**config.mk**
```make
export PLATFORM = sky130hd
export DESIGN_NAME = mac_row_feeder
export DESIGN_NICKNAME = d
export VERILOG_FILES = /design/src/rtl/mac_pkg.sv /design/src/rtl/feeder_fifo.sv /design/src/rtl/mac_row_feeder.sv
export SDC_FILE = /design/constraint.sdc
export NUM_CORES = 1
export LEC_CHECK = 0
export BUFFER_PORTS_ARGS = -buffer_cell sky130_fd_sc_hd__clkbuf_2
export CORE_MARGIN = 5
export CORE_UTILIZATION = 50
export DETAILED_ROUTE_END_ITERATION = 6
export MAX_ROUTING_LAYER = met4
export PLACE_DENSITY = 0.7
export SLEW_MARGIN = 40
export SYNTH_ARGS = -nofsm -noshare
export SYNTH_HDL_FRONTEND = slang
export SYNTH_HIERARCHICAL = 1
export SYNTH_SLANG_ARGS = --single-unit
export TNS_END_PERCENT = 10
```
**constraint.sdc**
```tcl
create_clock -name clk -period 2.13 [get_ports clk]
set_input_delay 0.5325 -clock clk [delete_from_list [all_inputs] [get_ports clk]]
set_output_delay 0.5325 -clock clk [all_outputs]
set_load 0.1 [all_outputs]
```
**src/rtl/mac_pkg.sv**
```systemverilog
// Shared definitions for the mac_row feeder: west-port instruction codes and FSM states.
// Latency: n/a (declarations only).
// Backpressure: n/a.
package mac_pkg;

  // Instruction codes presented on mac_row.inst_w
  localparam logic [1:0] INST_IDLE = 2'b00;
  localparam logic [1:0] INST_LOAD = 2'b01;
  localparam logic [1:0] INST_EXEC = 2'b10;

  // Job sequencer states
  typedef enum logic [2:0] {
    ST_IDLE  = 3'd0,
    ST_LOAD  = 3'd1,
    ST_GAP   = 3'd2,
    ST_EXEC  = 3'd3,
    ST_DRAIN = 3'd4
  } feeder_state_t;

endpackage

```
**src/rtl/feeder_fifo.sv**
```systemverilog
// Synchronous FIFO buffering weight/activation words ahead of the row sequencer.
// Latency: a word pushed in cycle t is visible on dout (poppable) from t+1; no bypass.
// Backpressure: full blocks pushes; pops on empty are ignored; a pop while full frees space next cycle.
//
// Ports: clk/reset (sync, active-high), push/din write side, pop/dout read side
// (dout is the head word, valid while !empty), full/empty status flags.
module feeder_fifo #(
  parameter int bw    = 4,
  parameter int depth = 16
) (
  input  logic          clk,
  input  logic          reset,
  input  logic          push,
  input  logic [bw-1:0] din,
  input  logic          pop,
  output logic [bw-1:0] dout,
  output logic          full,
  output logic          empty
);

  localparam int AW = $clog2(depth);

  logic [bw-1:0] r_mem [depth];
  // One extra pointer bit distinguishes full from empty when the indices match
  logic [AW:0]   r_wr_ptr;
  logic [AW:0]   r_rd_ptr;

  logic w_do_push;
  logic w_do_pop;

  assign full      = (r_wr_ptr[AW] != r_rd_ptr[AW]) &&
                     (r_wr_ptr[AW-1:0] == r_rd_ptr[AW-1:0]);
  assign empty     = (r_wr_ptr == r_rd_ptr);
  assign w_do_push = push && !full;
  assign w_do_pop  = pop && !empty;
  assign dout      = r_mem[r_rd_ptr[AW-1:0]];

  always_ff @(posedge clk) begin
    if (reset) begin
      r_wr_ptr <= '0;
      r_rd_ptr <= '0;
    end else begin
      if (w_do_push) r_wr_ptr <= r_wr_ptr + 1'b1;
      if (w_do_pop)  r_rd_ptr <= r_rd_ptr + 1'b1;
    end
  end

  // Storage carries no reset; the pointers alone define what is valid
  always_ff @(posedge clk) begin
    if (w_do_push) r_mem[r_wr_ptr[AW-1:0]] <= din;
  end

endmodule

```
**src/rtl/mac_row_feeder.sv**
```systemverilog
// Drives a mac_row west port with a kernel-load (col words) then execute (num_act words) job.
// Latency: start in cycle t -> LOAD at t+1, first inst_w=01 at t+2; done at t+1+col+1+num_act+col+1 best case.
// Backpressure: din_ready = FIFO not full; an empty FIFO during LOAD/EXEC inserts an idle bubble.
//
// Ports: clk, reset (sync, active-high); start/num_act job request; din/din_valid/din_ready
// word input stream; in_w/inst_w registered mac_row west port; busy (job in progress, through
// the done cycle); done (one-cycle pulse at end of drain).
module mac_row_feeder
  import mac_pkg::*;
#(
  parameter int bw     = 4,
  parameter int col    = 8,
  parameter int depth  = 16,
  parameter int cnt_bw = 8
) (
  input  logic              clk,
  input  logic              reset,
  input  logic              start,
  input  logic [cnt_bw-1:0] num_act,
  input  logic [bw-1:0]     din,
  input  logic              din_valid,
  output logic              din_ready,
  output logic [bw-1:0]     in_w,
  output logic [1:0]        inst_w,
  output logic              busy,
  output logic              done
);

  localparam logic [cnt_bw-1:0] LOAD_LAST  = cnt_bw'(col - 1);
  localparam logic [cnt_bw-1:0] DRAIN_LAST = cnt_bw'(col);

  feeder_state_t     r_state;
  logic [cnt_bw-1:0] r_cnt;
  logic [cnt_bw-1:0] r_num;
  logic [bw-1:0]     r_in_w;
  logic [1:0]        r_inst_w;
  logic              r_busy;
  logic              r_done;

  logic          w_full;
  logic          w_empty;
  logic          w_pop;
  logic [bw-1:0] w_head;
  logic          w_exec_last;

  assign din_ready   = !w_full;
  assign w_pop       = !w_empty && ((r_state == ST_LOAD) || (r_state == ST_EXEC));
  // Only evaluated in EXEC, where r_num is known to be nonzero
  assign w_exec_last = (r_cnt == (r_num - cnt_bw'(1)));

  feeder_fifo #(
    .bw   (bw),
    .depth(depth)
  ) u_fifo (
    .clk  (clk),
    .reset(reset),
    .push (din_valid),
    .din  (din),
    .pop  (w_pop),
    .dout (w_head),
    .full (w_full),
    .empty(w_empty)
  );

  always_ff @(posedge clk) begin
    if (reset) begin
      r_state  <= ST_IDLE;
      r_cnt    <= '0;
      r_num    <= '0;
      r_in_w   <= '0;
      r_inst_w <= INST_IDLE;
      r_busy   <= 1'b0;
      r_done   <= 1'b0;
    end else begin
      r_inst_w <= INST_IDLE;
      r_done   <= 1'b0;
      unique case (r_state)
        ST_IDLE: begin
          r_in_w <= '0;
          r_cnt  <= '0;
          // busy stays high through the cycle that shows done, then follows start
          r_busy <= start;
          if (start) begin
            r_num   <= num_act;
            r_state <= ST_LOAD;
          end
        end
        ST_LOAD: begin
          r_busy <= 1'b1;
          // Empty FIFO: inst_w falls to idle and in_w keeps its last value
          if (!w_empty) begin
            r_in_w   <= w_head;
            r_inst_w <= INST_LOAD;
            if (r_cnt == LOAD_LAST) begin
              r_cnt   <= '0;
              r_state <= ST_GAP;
            end else begin
              r_cnt <= r_cnt + 1'b1;
            end
          end
        end
        ST_GAP: begin
          r_busy  <= 1'b1;
          r_cnt   <= '0;
          r_state <= (r_num == '0) ? ST_DRAIN : ST_EXEC;
        end
        ST_EXEC: begin
          r_busy <= 1'b1;
          if (!w_empty) begin
            r_in_w   <= w_head;
            r_inst_w <= INST_EXEC;
            if (w_exec_last) begin
              r_cnt   <= '0;
              r_state <= ST_DRAIN;
            end else begin
              r_cnt <= r_cnt + 1'b1;
            end
          end
        end
        ST_DRAIN: begin
          r_busy <= 1'b1;
          // col+1 idle cycles let the last column finish before reporting done
          if (r_cnt == DRAIN_LAST) begin
            r_cnt   <= '0;
            r_done  <= 1'b1;
            r_state <= ST_IDLE;
          end else begin
            r_cnt <= r_cnt + 1'b1;
          end
        end
        default: begin
          r_state <= ST_IDLE;
        end
      endcase
    end
  end

  assign in_w   = r_in_w;
  assign inst_w = r_inst_w;
  assign busy   = r_busy;
  assign done   = r_done;

endmodule

```
---- Yosys cells after proc, flatten, opt, wreduce, memory -nomap -nowiden ----
Memory sizes are Yosys's and may differ from the RTL's. A register that Yosys moved wholly into a read port is not among the register bits.
Index checks and enable logic that the tools add are counted.
word-level totals
  logic and storage cells ................. 77
  output and inout bits ................... 9
  bits in writable memories ............... 64
  memories ................................ 1
  flip-flop bits (word level) ............. 37
  input port bits ......................... 16
operators by class
  equal/unequal tests ..................... 17
  reductions and logical operators ........ 20
  multiplexer cells ....................... 25
  add/sub/neg operators ................... 4
  bitwise operators ....................... 1
memory list
  memory        words  bits a word  read ports  clocked after Yosys merged registers in  wr ports  RTL line           RTL
  u_fifo.r_mem  16     4            1           1                                        1         feeder_fifo.sv:23  logic [bw-1:0] r_mem [depth];
operators with widths
  operator                                                               number
  8-bit 2-to-1 mux                                                       5
  8-bit case mux with 4 select lines                                     1
  3-bit 2-to-1 mux                                                       7
  3-bit case mux with 5 select lines                                     1
  4-bit 2-to-1 mux                                                       3
  2-bit inequality test, second input constant                           6
  5-bit by 1-bit adder with 5-bit output, second input constant          2
  8-bit by 1-bit adder with 8-bit output, second input constant          1
  8-bit by 3-bit equality test with 1-bit output, second input constant  1
  8-bit by 4-bit equality test with 1-bit output, second input constant  1
  8-bit equality test                                                    1
  8-bit logical NOT                                                      1
  4-bit case mux with 2 select lines                                     1
  8-bit by 1-bit subtractor with 8-bit output, second input constant     1
  3-bit by 2-bit equality test with 1-bit output, second input constant  2
  6-bit AND reduction                                                    1
  2-bit OR reduction                                                     3
  5-bit equality test                                                    1
  4-bit equality test                                                    1
  1-bit logical AND                                                      4
  1-bit 2-to-1 mux                                                       4
  2-bit case mux with 2 select lines                                     1
  2-bit AND reduction                                                    2
  2-bit nonzero test                                                     2
  13 further kinds                                                       14

---- Logic depth before layout (Yosys ltp) ----
Gate-level depths: netlist (run 1).
  depth after elaboration ................. 6
  gate-level depth with buffers ........... 10
  mapped depth without buffers ............ 9

---- Modules after synthesis ----
Netlist (run 1), hierarchy kept.
modules (own cells, without submodules)
  module          seq. area each (µm²)  instances  cells an instance  area an instance (µm²)
  feeder_fifo     2202.1                1          190                3299.4
  mac_row_feeder  540.5                 1          210                1664.1

---- Worst setup path after synthesis (run 1) ----
OpenSTA, ideal clock, no wires.
  path type ............................... flip-flop to flip-flop
  from .................................... reg u_fifo.r_wr_ptr[4]
  to ...................................... reg with a tool-made name
  period minus slack after synthesis ...... 2139 ps
  slack ................................... -9 ps
  buffers on the path ..................... 1
  arrival ................................. 2018 ps
  library setup time ...................... 121 ps
  cell stages (with the launch flop) ...... 8
  required time ........................... 2009 ps
  cell sequence ........................... dfxtp_1 > xor2_1 > nor2_1 > clkbuf_1 > nor2_1 > and2_1 > a21boi_2 > mux2_2
RTL lines
  what                    RTL line           RTL
  from (decl)             feeder_fifo.sv:25  logic [AW:0] r_wr_ptr;
  from (signal assigned)  feeder_fifo.sv:43  if (w_do_push) r_wr_ptr <= r_wr_ptr + 1'b1;

---- Worst setup path in the final report (run 1) ----
  from .................................... reg u_fifo.r_rd_ptr[0]
  to ...................................... out din_ready
between the ends
  cells in the longest elaborated chain, start to end .. 3
RTL lines
  what                    RTL line              RTL
  from (decl)             feeder_fifo.sv:26     logic [AW:0] r_rd_ptr;
  from (signal assigned)  feeder_fifo.sv:44     if (w_do_pop) r_rd_ptr <= r_rd_ptr + 1'b1;
  4-bit equality test     feeder_fifo.sv:32     (r_wr_ptr[AW-1:0] == r_rd_ptr[AW-1:0]);
  1-bit logical AND       feeder_fifo.sv:31     assign full = (r_wr_ptr[AW] != r_rd_ptr[AW]) &&
  via w_full              mac_row_feeder.sv:40  logic w_full;
  1-bit logical NOT       mac_row_feeder.sv:46  assign din_ready = !w_full;
  to (decl)               mac_row_feeder.sv:22  output logic din_ready,
The timed path passes the listed nets, and every way through them passes these cells.

==> results.md, run 1 <==
Worst hold path:
- The class of the worst hold path is primary input to flop.
- The worst hold endpoint is r_num[1].
- The cell depth of the worst min-delay path is 3.
- The worst hold path begins at num_act[1].

Setup path:
- The data required time at the worst endpoint is 1.60 ns.
- The setup slack of the most critical reg-to-reg path is 0.11 ns.
- STA puts the critical path data arrival time at 1.56 ns.
- The endpoint class of the critical path is an output pin.
- The count of cells along the worst register-to-register path is 6.
- The endpoint identified for the worst register-to-register timing path is in_w[3].
- STA classifies the critical path startpoint as a flop.
- The highest fanout seen on the critical path is 5.
- The path type of the worst setup path is flop to output pin.

GRT:
- The initial antenna violation count is 0.
- The pin count of the biggest net entering global routing is 22.
- Global routing consumed, over all layers together, 18.5% of the routing resources.
- The number of global-route vias before repair is 3236.
- The first global-routing pass estimated 16500 µm of wire.
- Global routing finished with a remaining overflow of 0.

Synth:
- The post-synthesis sequential area ratio is 55.3%.
- After synthesis, the netlist uses 59 different library cells.
- Counting flops with a built-in enable in the synthesized netlist gives 64.
- The number of warnings reported in the yosys synthesis log is 6.
- The synthesized area divided by synthesized cell count is 12.4 µm².
- Among all flip-flop cells after synthesis, the most frequent one is sky130_fd_sc_hd__edfxtp_1.
- The cell count after synthesis came out at 400.
- The net count after synthesis is 425.
- The synthesized netlist occupies a cell area of 0.00496 mm².
- The register bit count reported by yosys is 105.
- After synthesis, the share of flip-flops with an asynchronous set or reset is 0%.

Routing:
- The total number of vias is 3333.
- The routed length per placed instance is 17.8 µm.
- The first detailed-routing pass took 5 iterations.
- The first routing iteration left 232 violations.
- After detailed routing, the number of remaining DRC violations is 0.
- In this run the remaining antenna-violating nets after routing total 0.
- The final wirelength is 10200 µm.
- After detailed routing, the number of vias per cell comes to 5.82.

Final layout:
- The library cells used most frequently in the layout, excluding fill and tap cells, are sky130_fd_sc_hd__edfxtp_1 (64), sky130_fd_sc_hd__dfxtp_1 (30), sky130_fd_sc_hd__nor2_1 (29), sky130_fd_sc_hd__nand2_1 (29), sky130_fd_sc_hd__a21oi_1 (29).
- The design area is 0.00565 mm².
- The count of inserted antenna diode cells is 0.
- The share of post-route cells with drive strength above 1 is 26.4%.
- The commonest non-fill, non-tap cell in the layout is sky130_fd_sc_hd__edfxtp_1.
- Fill cells in the final layout number 808.
- At the end of the flow, the number of nets in the layout was 460.
- Compared with the post-synthesis result, the final layout area differs by 13.8%.

Placement:
- The global placer's final weighted congestion is 0.812.
- The quantity of I/O buffers inserted on ports is 24.
- The instance area after placement is 0.00532 mm².
- The total half-perimeter wirelength after legalization and detailed placement is 7430 µm.

Floorplanning:
- The I/O pin count is 25.
- The die covers 0.0120 mm².
- The number of core rows is 36.
- The area inside the core boundary is 0.00973 mm².
- The die width is 110 µm.
- The initial utilization of the core area, before any placement, comes to 51.0%.
- The die height is 110 µm.

Clocking:
- The total of hold buffers inserted after clock tree synthesis is 0.
- The CTS sink count is 105.
- The TritonCTS buffer count is 9.
- The number of levels in the clock H-tree is 3.
- The clock edge transition at the registers on the reported setup and hold paths is 0.10 ns.
- The clock tree from TritonCTS is done.
- The clock insertion delay at the later pin of the skew report is 0.37 ns.
- The maximum count of clock buffers along a single path is 2.
- The buffer type at the clock tree root is sky130_fd_sc_hd__clkbuf_8.

STA:
- The hold violation count in the final report was 0.
- The post-layout minimum cycle time is 2.09 ns.
- Setup repair after global routing could not meet its margin everywhere.
- The final-report max-slew violation count is 0.
- The share of the cycle needed by the critical path after routing is 98.2%.
- The remaining max-slew budget at the tightest pin is 54.1%.
- The slew at the pin closest to its max-slew limit is 0.687 ns.
- The clock skew after layout is 0.0150 ns.
- Derived from the worst setup path, the maximum achievable clock frequency is 0.478 GHz.
- Setup violations remaining at the end of the flow were counted as 0.

Power and ir drop:
- The overall power consumption is 4850 µW.
- The internal portion of total power is 3280 µW.
- The switching power is 1560 µW.
- In this run switching power makes up 32.3% of total power.
- Per report_power, the clock group accounts for 27.5% of the total.
- In this run the power density over the cells is 858 mW/mm².
- The maximum vdd drop is 400 µV.
- For this design the static power due to leakage is 0.00200 µW.
- Of the total power, registers draw 48.2%.
- The combinational cell fraction of total power is 24.4%.

Flow run:
- The max-cap check violation count is 0.

Outcome:
- The flow ran to the end, and the final reports show no timing, DRC or antenna violations.
## metrics by stage
stage               util (%)  hold slack, ns  TNS (ns)  std cells  setup WS, ns
global placement        54.7           0.492         0        554        0.0743
CTS                     57.3           0.381         0        570       0.00244
floorplan                  -           0.461         0        400        0.0237
finish                  58.1           0.386         0        573        0.0387
detailed placement      54.7           0.488         0        554        0.0472
global route            58.1           0.379    -0.108        573       -0.0552
## layer usage
metal / GRT usage [%] / up-vias / part of all wire, %
li1: - / 1576 / -
met3: 3.17 / 12 / 5.1
met5: - / - / 0
met4: 5.97 / 0 / 1.6
met1: 24.1 / 1651 / 44
met2: 29.7 / 94 / 50
## area by class of cell
| cell class | instances | area [µm²] | share of cell area (%) |
|---|---|---|---|
| sequential | 105 | 2770 | 49.0 |
| multi-input combinational | 262 | 2130 | 37.8 |
| timing repair buffer | 43 | 303 | 5.36 |
| tap | 133 | 166 | 2.95 |
| clock buffer | 9 | 124 | 2.19 |
| clock inverter | 7 | 101 | 1.79 |
| inverter | 14 | 52.6 | 0.930 |
## power groups by stage
stage / Clock (µW) / Sequential (µW) / Combinational, µW
finish: 1330 / 2330 / 1180
floorplan: 0 / 2440 / 812
CTS: 1370 / 2340 / 1150
global route: 1450 / 2340 / 1300
global placement: 0 / 2380 / 1110
detailed placement: 0 / 2380 / 1140
## synthesized netlist by cell type (2+ instances only)
library cell / instances / area, µm²
sky130_fd_sc_hd__o21ai_0: 5 / 25.0
sky130_fd_sc_hd__o21a_1: 2 / 15.0
sky130_fd_sc_hd__a311o_1: 4 / 40.0
sky130_fd_sc_hd__a21oi_1: 29 / 145
sky130_fd_sc_hd__o31ai_1: 4 / 30.0
sky130_fd_sc_hd__nor3_1: 9 / 45.0
sky130_fd_sc_hd__nand2_1: 29 / 109
sky130_fd_sc_hd__nand4_1: 9 / 56.3
sky130_fd_sc_hd__nor4_1: 2 / 12.5
sky130_fd_sc_hd__edfxtp_1: 64 / 1920
sky130_fd_sc_hd__and3_1: 20 / 125
sky130_fd_sc_hd__a211o_1: 3 / 26.3
sky130_fd_sc_hd__nand4b_1: 2 / 17.5
sky130_fd_sc_hd__nor4bb_1: 4 / 40.0
sky130_fd_sc_hd__xor2_1: 5 / 43.8
sky130_fd_sc_hd__dfxtp_1: 41 / 821
sky130_fd_sc_hd__mux4_2: 20 / 450
sky130_fd_sc_hd__inv_1: 13 / 48.8
sky130_fd_sc_hd__and2_1: 5 / 31.3
sky130_fd_sc_hd__buf_6: 2 / 22.5
sky130_fd_sc_hd__o22ai_1: 2 / 12.5
sky130_fd_sc_hd__mux2_2: 7 / 78.8
sky130_fd_sc_hd__o211ai_1: 2 / 15.0
sky130_fd_sc_hd__nand2b_1: 2 / 12.5
sky130_fd_sc_hd__xnor2_1: 14 / 123
sky130_fd_sc_hd__mux2i_1: 4 / 40.0
sky130_fd_sc_hd__buf_2: 3 / 15.0
sky130_fd_sc_hd__nand3_1: 4 / 20.0
sky130_fd_sc_hd__nor2_1: 30 / 113
sky130_fd_sc_hd__a211oi_1: 5 / 37.5
sky130_fd_sc_hd__nor2b_1: 7 / 43.8
sky130_fd_sc_hd__nand3b_1: 2 / 15.0
sky130_fd_sc_hd__clkbuf_1: 10 / 37.5
sky130_fd_sc_hd__ha_1: 9 / 113
sky130_fd_sc_hd__clkbuf_2: 2 / 10.0
sky130_fd_sc_hd__nor4_4: 2 / 42.5
## worst max path at each step
stage	from	end	slack, ns	cells past startpoint
final	u_fifo/r_rd_ptr[0]	din_ready	0.04	6
after global routing	u_fifo/r_wr_ptr[1]	din_ready	-0.06	6
after CTS	u_fifo/r_wr_ptr[3]	din_ready	0.002	6
after detailed placement	r_num[1]	r_state[1]	0.05	8
after global placement	r_num[1]	r_state[1]	0.07	8
after floorplan	flop	in_w[0]	0.02	7
## state kept, by name, indices dropped and copies added, names as in the netlist, named ones only
| register | flops |
|---|---|
| r_num | 8 |
| r_cnt | 8 |
| u_fifo/r_mem | 64 |
| u_fifo/r_wr_ptr | 5 |
| inst_w | 2 |
| u_fifo/r_rd_ptr | 5 |
| r_state | 3 |
| done | 1 |
| busy | 1 |
| in_w | 4 |
## cell families after synthesis
kind of cell,share of synthesized area [%]
simple gates,14.8
flops,55.3
compound gates,9.83
buf+inv,3.00
mux,11.5
xor+xnor,3.35
fa+ha+maj,2.27
## repair_timing
item / CTS / global route
setup endpoints to repair: 1 / 12
pin swaps: 1 / 10
resized for setup: 11 / 14
buffers inserted: 0 / 3
## critical path: stages, from the launching register on
cell and delay (ns):
sky130_fd_sc_hd__dfxtp_2 0.41, sky130_fd_sc_hd__xnor2_2 0.14, sky130_fd_sc_hd__nand4_1 0.15, sky130_fd_sc_hd__buf_4 0.18
sky130_fd_sc_hd__nor2_4 0.11, sky130_fd_sc_hd__inv_2 0.05, sky130_fd_sc_hd__buf_12 0.16
Note: power is estimated with default switching activity, not from simulation.
==> inputs of run 2 (changes only) <==
--- a/config.mk
+++ b/config.mk
@@ -5,12 +5,12 @@
 export SDC_FILE = /design/constraint.sdc
 export NUM_CORES = 1
 export LEC_CHECK = 0
-export BUFFER_PORTS_ARGS = -buffer_cell sky130_fd_sc_hd__clkbuf_2
 export CORE_MARGIN = 5
 export CORE_UTILIZATION = 50
 export DETAILED_ROUTE_END_ITERATION = 6
+export DONT_BUFFER_PORTS = 1
 export MAX_ROUTING_LAYER = met4
-export PLACE_DENSITY = 0.7
+export PLACE_DENSITY = 0.68
 export SLEW_MARGIN = 40
 export SYNTH_ARGS = -nofsm -noshare
 export SYNTH_HDL_FRONTEND = slang
==> results.md, run 2 (synthesized netlist as in run 1, its figures left out) <==
STA:
- The peak clock frequency supported by timing is 0.484 GHz (was 0.478 GHz).
- The slew at the pin closest to its max-slew limit is 0.372 ns (was 0.687 ns).
- The remaining max-slew budget at the tightest pin is 75.1% (was 54.1%).
- The final-report max-slew violation count was 0 (unchanged).
- The clock skew after layout is 0.0188 ns (was 0.0150 ns).
- The post-layout minimum cycle time came to 2.07 ns (was 2.09 ns).
- The setup violation total in the final timing report is 0 (unchanged).
- The share of the cycle needed by the critical path after routing came to 97.0% (was 98.2%).
- Unrepaired setup endpoints after global routing: yes (unchanged).
- The hold violation count in the final report came to 0 (unchanged).

Routing:
- The remaining number of nets flagged by the antenna check after routing is 0 (unchanged).
- The ratio of routed vias to standard cells came to 5.90 (was 5.82).
- The count of unresolved DRC violations after routing is 0 (unchanged).
- The iteration count of the initial detailed-routing pass was 4 (was 5).
- The violation count after the first detailed-routing iteration is 272 (was 232).
- The total number of vias is 3345 (was 3333).
- The routed length per placed instance is 17.8 µm (about the same).
- The final wirelength is 10100 µm (was 10200 µm).

Floorplanning:
- The area inside the core boundary is 0.00973 mm² (unchanged).
- The die width is 110 µm (unchanged).
- The die height is 110 µm (unchanged).
- The floorplan die area came to 0.0120 mm² (unchanged).
- The I/O pin count is 25 (unchanged).
- The number of core rows came to 36 (unchanged).
- The starting utilization of the core area was 51.0% (unchanged).

Final layout:
- The core occupancy in the finished layout is 57.7% (was 58.1%).
- The total number of nets in the final design came to 454 (was 460).
- The number of inserted filler cells in the final layout is 798 (was 808).
- The design area is 0.00561 mm² (was 0.00565 mm²).
- The count of inserted antenna diode cells is 0 (unchanged).
- The area overhead of the layout relative to synthesis was 13.0% (was 13.8%).
- The flip-flop count of the largest register, all copies and words added is 64 (unchanged).
- The combined area of the multi-input logic cells was 0.00214 mm² (was 0.00213 mm²).
- Commonest non-fill, non-tap cells in the layout: sky130_fd_sc_hd__edfxtp_1 (64), sky130_fd_sc_hd__dfxtp_1 (35), sky130_fd_sc_hd__buf_4 (35), sky130_fd_sc_hd__nor2_1 (29), sky130_fd_sc_hd__nand2_1 (29) (was sky130_fd_sc_hd__edfxtp_1 (64), sky130_fd_sc_hd__dfxtp_1 (30), sky130_fd_sc_hd__nor2_1 (29), sky130_fd_sc_hd__nand2_1 (29), sky130_fd_sc_hd__a21oi_1 (29)).
- The share of post-route cells with drive strength above 1 is 24.7% (was 26.4%).
- The footprint of the flip-flops and latches is 0.00276 mm² (was 0.00277 mm²).
- The commonest non-fill, non-tap cell in the layout is sky130_fd_sc_hd__edfxtp_1 (unchanged).
- The non-filler instance count after layout was 567 (was 573).

GRT:
- The number of global-route vias before repair is 3283 (was 3236).
- The overall global routing resource usage is 18.9% (was 18.5%).
- The pin count of the biggest net entering global routing came to 45 (was 22).
- The global-route wire length before repair is 16800 µm (was 16500 µm).
- The total congestion overflow after global routing is 0 (unchanged).
- The initial antenna violation count was 0 (unchanged).

Setup path:
- The data required time at the worst endpoint is 1.60 ns (about the same).
- The path type of the worst setup path is flop to output pin (unchanged).
- Cells along the critical path: xnor2_2, nand4_1, buf_4, nor2_4, inv_2, buf_12 (unchanged).
- The count of cells along the worst register-to-register path came to 6 (unchanged).
- The highest fanout seen on the critical path came to 3 (was 5).
- The worst path buffer plus inverter count is 3 (unchanged).
- The data arrival time at the worst-slack endpoint is 1.53 ns (was 1.56 ns).
- The delay of the slowest cell on the worst path came to 0.35 ns (was 0.41 ns).
- The logic depth of the worst path, buffers included is 6 (unchanged).
- The highest-delay cell along the critical path is sky130_fd_sc_hd__dfxtp_2 (unchanged).
- The category of the worst setup path launch point is a flop (unchanged).
- The cell type group with the largest total delay on the critical path was buffers and inverters (was flip-flops).
- The endpoint class of the critical path is an output pin (unchanged).

Worst hold path:
- The class of the worst hold path is primary input to flop (unchanged).
- The cell depth of the worst min-delay path is 1 (was 3).

Clocking:
- The TritonCTS buffer count is 9 (unchanged).
- The clock insertion delay at the later pin of the skew report is 0.37 ns (about the same).
- The maximum count of clock buffers along a single path is 2 (unchanged).
- The CTS sink count is 105 (unchanged).
- The buffer type at the clock tree root is sky130_fd_sc_hd__clkbuf_8 (unchanged).
- The clock tree from TritonCTS is done (unchanged).
- The clock edge transition at the registers on the reported setup and hold paths is 0.11 ns (was 0.10 ns).
- The number of levels in the clock H-tree came to 3 (unchanged).

Outcome:
- Status: finished clean (unchanged).

Power and ir drop:
- The maximum vdd drop was 445 µV (was 400 µV).
- The power per cell area is 842 mW/mm² (was 858 mW/mm²).
- The leakage power total is 0.00198 µW (was 0.00200 µW).

Placement:
- The global placer's final weighted congestion is 0.875 (was 0.812).
- The total instance count after detailed placement is 550 (was 554).
- The instance area after placement is 0.00534 mm² (was 0.00532 mm²).
- The quantity of I/O buffers inserted on ports is 0 (was 24).
- The total half-perimeter wirelength after legalization and detailed placement is 7250 µm (was 7430 µm).

Flow run:
- The max-cap check violation count is 0 (unchanged).
==> run 2: final cells by class <==
cell class	count	area share, %
multi-input combinational	262	38.2
sequential	105	49.1
clock buffer	9	2.21
inverter	14	0.937
timing repair buffer	37	5.40
clock inverter	7	1.20
tap	133	2.97
==> run 2: path summary, 6_finish.rpt <==
| path | from | end | slack [ns] |
|---|---|---|---|
| worst max-delay path | u_fifo/r_rd_ptr[0] | din_ready | 0.06 |
| worst min register to register | r_num[1] | r_num[1] | 0.48 |
| worst min-delay path | reset | r_num[1] | 0.24 |
| worst max register to register | flop | in_w[1] | 0.11 |
==> run 2: what timing repair did <==
item	CTS	global route
gates resized for setup	5	15
hold buffers	0	0
pin swaps	1	6
setup endpoints to repair	2	16
buffers inserted	0	1
==> run 2: metal layers <==
metal  part of all wire [%]  routed length (µm)  up-vias  global-route usage (%)
met1                     45                4520     1657                    26.3
met3                    6.8                 688        9                    2.82
met2                     47                4790      103                    28.5
met4                   0.88                  89        0                    6.32
li1                       -                   -     1576                       -
met5                      0                   0        -                       -
==> run 2: through the flow <==
step | setup slack [ns] | total power, µW | hold slack (ns) | setup TNS [ns]
final | 0.0637 | 4720 | 0.238 | 0
after global routing | -0.0254 | 4980 | 0.201 | -0.0254
after CTS | 0.0188 | 4730 | 0.206 | 0
after floorplan | 0.0237 | 3250 | 0.461 | 0
after detailed placement | 0.00949 | 3540 | 0.484 | 0
after global placement | 0.0374 | 3520 | 0.470 | 0
==> run 2: power by group <==
part / total, µW / internal (µW) / switching, µW
clock: 1200 / 457 / 740
sequential: 2330 / 2240 / 91.6
combinational: 1200 / 499 / 696
